==> config.mk <==
export PLATFORM = sky130hd
export DESIGN_NAME = pipelined_channel_mux
export DESIGN_NICKNAME = d
export VERILOG_FILES = /design/src/rtl/pipelined_channel_mux.sv
export SDC_FILE = /design/constraint.sdc
export NUM_CORES = 1
export LEC_CHECK = 0
export CORE_ASPECT_RATIO = 0.5
export CORE_MARGIN = 4
export CORE_UTILIZATION = 42
export DETAILED_ROUTE_END_ITERATION = 10
export PLACE_DENSITY = 0.95
export RECOVER_POWER = 50
export SETUP_SLACK_MARGIN = 0.1
export SLEW_MARGIN = 20
export SYNTH_ARGS = -nofsm -noshare
export SYNTH_HDL_FRONTEND = slang
export SYNTH_SLANG_ARGS = --single-unit
==> constraint.sdc <==
create_clock -name clk -period 7 [get_ports clk]
set_input_delay 0.7 -clock clk [delete_from_list [all_inputs] [get_ports clk]]
set_output_delay 0.7 -clock clk [all_outputs]
set_load 0.02 [all_outputs]
==> src/rtl/pipelined_channel_mux.sv <==
// N_CH-way channel mux with a registered valid/ready output stage; fixed or round-robin selection.
// Optional MUX_PARITY_EN adds a registered XOR-parity output alongside out_data.
module pipelined_channel_mux #(
  parameter int WIDTH = 32,
  parameter int N_CH  = 8,
  parameter int SEL_W = 3
) (
  input  logic                    clk,
  input  logic                    reset,
  input  logic                    mode,
  input  logic [SEL_W-1:0]        sel,
  input  logic [N_CH*WIDTH-1:0]   in_data,
  input  logic [N_CH-1:0]         in_valid,
  output logic [N_CH-1:0]         in_ready,
  output logic [WIDTH-1:0]        out_data,
  output logic                    out_valid,
  input  logic                    out_ready,
`ifdef MUX_PARITY_EN
  output logic                    out_parity,
`endif
  output logic [SEL_W-1:0]        out_ch
);

  logic [SEL_W-1:0] rr_ptr;
  logic [SEL_W-1:0] rr_pick;
  logic [SEL_W-1:0] chosen;
  logic             rr_found;
  logic             fixed_ok;
  logic             grant_ok;
  logic             slot_free;
  logic [WIDTH-1:0] chosen_data;
  int               rr_idx;

  // Scan starts one past the last round-robin winner and wraps.
  always_comb begin
    rr_pick  = '0;
    rr_found = 1'b0;
    rr_idx   = 0;
    for (int k = 1; k <= N_CH; k++) begin
      rr_idx = int'(rr_ptr) + k;
      if (rr_idx >= N_CH) rr_idx = rr_idx - N_CH;
      if (!rr_found && in_valid[rr_idx[SEL_W-1:0]]) begin
        rr_found = 1'b1;
        rr_pick  = rr_idx[SEL_W-1:0];
      end
    end
  end

  always_comb begin
    fixed_ok    = ({1'b0, sel} < (SEL_W+1)'(N_CH)) && in_valid[sel];
    chosen      = mode ? rr_pick : sel;
    grant_ok    = mode ? rr_found : fixed_ok;
    slot_free   = !out_valid || out_ready;
    chosen_data = in_data[chosen*WIDTH +: WIDTH];
    for (int i = 0; i < N_CH; i++) begin
      in_ready[i] = slot_free && grant_ok && (chosen == SEL_W'(i));
    end
  end

  always_ff @(posedge clk) begin
    if (reset) begin
      out_valid  <= 1'b0;
      out_data   <= '0;
      out_ch     <= '0;
      rr_ptr     <= SEL_W'(N_CH - 1);
`ifdef MUX_PARITY_EN
      out_parity <= 1'b0;
`endif
    end else if (slot_free && grant_ok) begin
      out_valid  <= 1'b1;
      out_data   <= chosen_data;
      out_ch     <= chosen;
`ifdef MUX_PARITY_EN
      out_parity <= ^chosen_data;
`endif
      if (mode) rr_ptr <= chosen;
    end else if (out_valid && out_ready) begin
      // Word consumed with nothing to replace it; data and channel id hold.
      out_valid <= 1'b0;
    end
  end

endmodule

==> flow_summary.yaml <==
timing:
  worst_pin_slew_ps: 1110
  finalHoldViolCount: 0
  fin_ws_ps: 671
  tns_ps: 0
  fin_crit_sh_pct: 90.4
  maxSlewHeadroom_pct: 26.1
  slew_viol_final: 0
  period_minus_slack_ps: 6330
  fin_skew_ps: 5.15
  setup_viol: 0
  grt_setup_unrepaired: "false"
  max_freq_mhz: 158
place:
  portBuffers: 314
  dp.cells: 1011
  placed_cell_area_sq_mm: 0.00834
  hpwl_um: 18000
  dp_slack_ps: 1170
  place_congestion: 0.920
final_layout:
  finalNonFillerCells: 1019
  nFillCells: 910
  design_area_sq_mm: 0.00851
  n_antenna_cell: 0
  layout_commonest_cell: "clkdlybuf4s50_1"
  most-common-layout-cells: "clkdlybuf4s50_1, mux2_2, mux2i_1"
  final_nets: 1126
  area_growth_pct: 62.7
  drive_gt1_share_pct: 21.1
  multi_input_area_sq_mm: 0.00410
  regArea_sq_um: 781
logic_synthesis:
  synthesis.area_sq_mm: 0.00523
  ys_async_sr_fraction_pct: 0
  synth-main-ff-cell: "dfxtp_1"
  avgSynthCellArea_sq_um: 9.13
  ys_seq_area_share_pct: 14.9
  ys_types: 61
  synth-seq-cells: 39
  syn_nets: 846
  synthCells: 573
  yosys_warnings: 0
  synth_edf_count: 0
worst_setup_path:
  r2r_start: "rr_ptr[0]"
  crit_type: "flip-flop to output port"
  end_kind: "output port"
  slowest_stage: "dfxtp_1"
  crit_family: "simple AND/OR/NAND/NOR gates"
  crit_arrival_ps: 5630
  rrSetupSlack_ps: 1210
  path_buf_inv: 2
  required_ps: 6300
  r2r-end: "out_data[18]"
  r2r_cells: 13
  crit_chain: "inv_1 > ha_1 > mux2_1 > or3_1 > a21boi_0 > nand3_1 > nor4b_2 > nor2_1 > mux2i_4 > nand2_1 > nor3b_1 > clkdlybuf4s50_1"
  slowest_delay_ps: 980
  start_kind: "flip-flop"
  cp_max_fo: 26
detailed_routing:
  vias: 5951
  wl_um: 22900
  viasPerCell: 5.84
  drt_iter0_markers: 622
  drt.antenna.violating_nets: 0
  drtPass1Iterations: 8
  routed_wire_length_per_instance_um: 22.5
  drc_errors: 0
clock_tree:
  root_buffer: "clkbuf_16"
  insertion_delay_ps: 290
  cts_made_buffers: 5
  cts.sinks: 39
  htree_levels: 2
  path_clk_slew_ps: 70
  cts_tree: "done"
  cts-resized-gates: 0
  cts_buffer_depth: 2
  cts-hold-fix-buffers: 0
  post_cts_buffers: 0
global_routing:
  grt_use_total_pct: 29.3
  grt_max_degree: 71
  grt_pass1_wl_um: 33900
  grt_pass1_vias: 5974
  antenna_found_initial: 0
  grt-ovfl-total: 0
run:
  drv_cap: 0
floorplan:
  io_pins: 315
  rows: 28
  die_y_um: 86.9
  dieArea_sq_mm: 0.0144
  start_util_pct: 43.6
  die_w_um: 166
  core_sq_mm: 0.0120
pwr:
  max-vdd-ir-drop_mv: 0.220
  power_w: 0.00236
  power.density_mw_per_mm2: 277
  p_leak_nw: 3.22
worst_hold_path:
  min_to: "out_data[28]"
  worstHoldStart: "out_data[28]"
  whs_path_depth: 2
  min_path_type: "flip-flop to flip-flop"
status:
  status: "complete, no violations"
[worst max path at each step]
stage               cells past startpoint  slack, ps  startpoint           to
floorplan                              16       2530   rr_ptr[0]  in_ready[1]
global placement                       13       1340   rr_ptr[0]  in_ready[7]
detailed placement                     13       1170   rr_ptr[0]  in_ready[6]
CTS                                    13        850   rr_ptr[0]  in_ready[5]
global route                           12        190   rr_ptr[0]  in_ready[1]
finish                                 12        670   rr_ptr[0]  in_ready[1]
[area by class of cell]
| cell class | count | area share [%] |
|---|---|---|
| clock buffers | 5 | 1.47 |
| clock inverters | 3 | 0.515 |
| inverters | 6 | 0.265 |
| multi-input cells | 475 | 48.2 |
| flip-flops and latches | 39 | 9.18 |
| well taps | 165 | 2.43 |
| repair buffers | 326 | 38.0 |
[registers in the layout, summed over array words and instances (netlist names)]
| register | count |
|---|---|
| out_data | 32 |
| rr_ptr | 3 |
| out_ch | 3 |
| out_valid | 1 |
[report_power, final]
group / leakage (nW) / internal, W / switching [W]
Sequential: 0.324 / 0.000295 / 0.0000490
Combinational: 2.82 / 0.000796 / 0.000947
Clock: 0.0838 / 0.000168 / 0.000104
Total: 3.22 / 0.00126 / 0.00110
[cell usage after synthesis (4+ instances only)]
master	number	area, sq um
buf_2	17	85.1
mux2_1	5	56.3
o21ai_1	7	35.0
nand3_1	36	180
nand2b_1	5	31.3
mux4_2	15	338
a21oi_1	37	185
nor3_1	7	35.0
o31ai_2	32	400
mux2i_1	68	681
buf_4	6	45.0
nand2_1	51	191
mux2_2	70	788
inv_1	6	22.5
o22ai_2	30	375
o21ai_0	32	160
clkbuf_1	16	60.1
dfxtp_1	39	781
a211oi_1	4	30.0
buf_6	11	124
nor2_1	19	71.3
[per-layer routing]
metal / global-route usage [%] / part of all wire [%]
met2: 51.2 / 50
met3: 5.71 / 7.3
met4: 8.76 / 2.9
met1: 37.4 / 39
met5: 0 / 0
[stage by stage]
| stage | hold WS (ps) | utilization, % |
|---|---|---|
| after floorplan | 535 | - |
| after global routing | 484 | 71.0 |
| final | 454 | 71.0 |
| after detailed placement | 446 | 69.6 |
| after CTS | 461 | 71.0 |
| after global placement | 439 | 69.6 |
[tightest hold or removal path, cell delays in order (launching register included)]
cell     delay [ps]
dfxtp_1         320
nand2_1          60
o31ai_2          50
[cells by family after synthesis]
| group | after synthesis | share of synthesized area (%) |
|---|---|---|
| XOR/XNOR | 3 | 0.790 |
| AO/OA/AOI/OAI | 170 | 27.5 |
| multiplexers | 161 | 36.4 |
| flip-flops | 39 | 14.9 |
| buffers and inverters | 59 | 7.01 |
| adder cells (fa/ha/maj) | 2 | 0.479 |
| AND/OR/NAND/NOR | 139 | 12.8 |
Note: power is estimated with default switching activity, not from simulation.
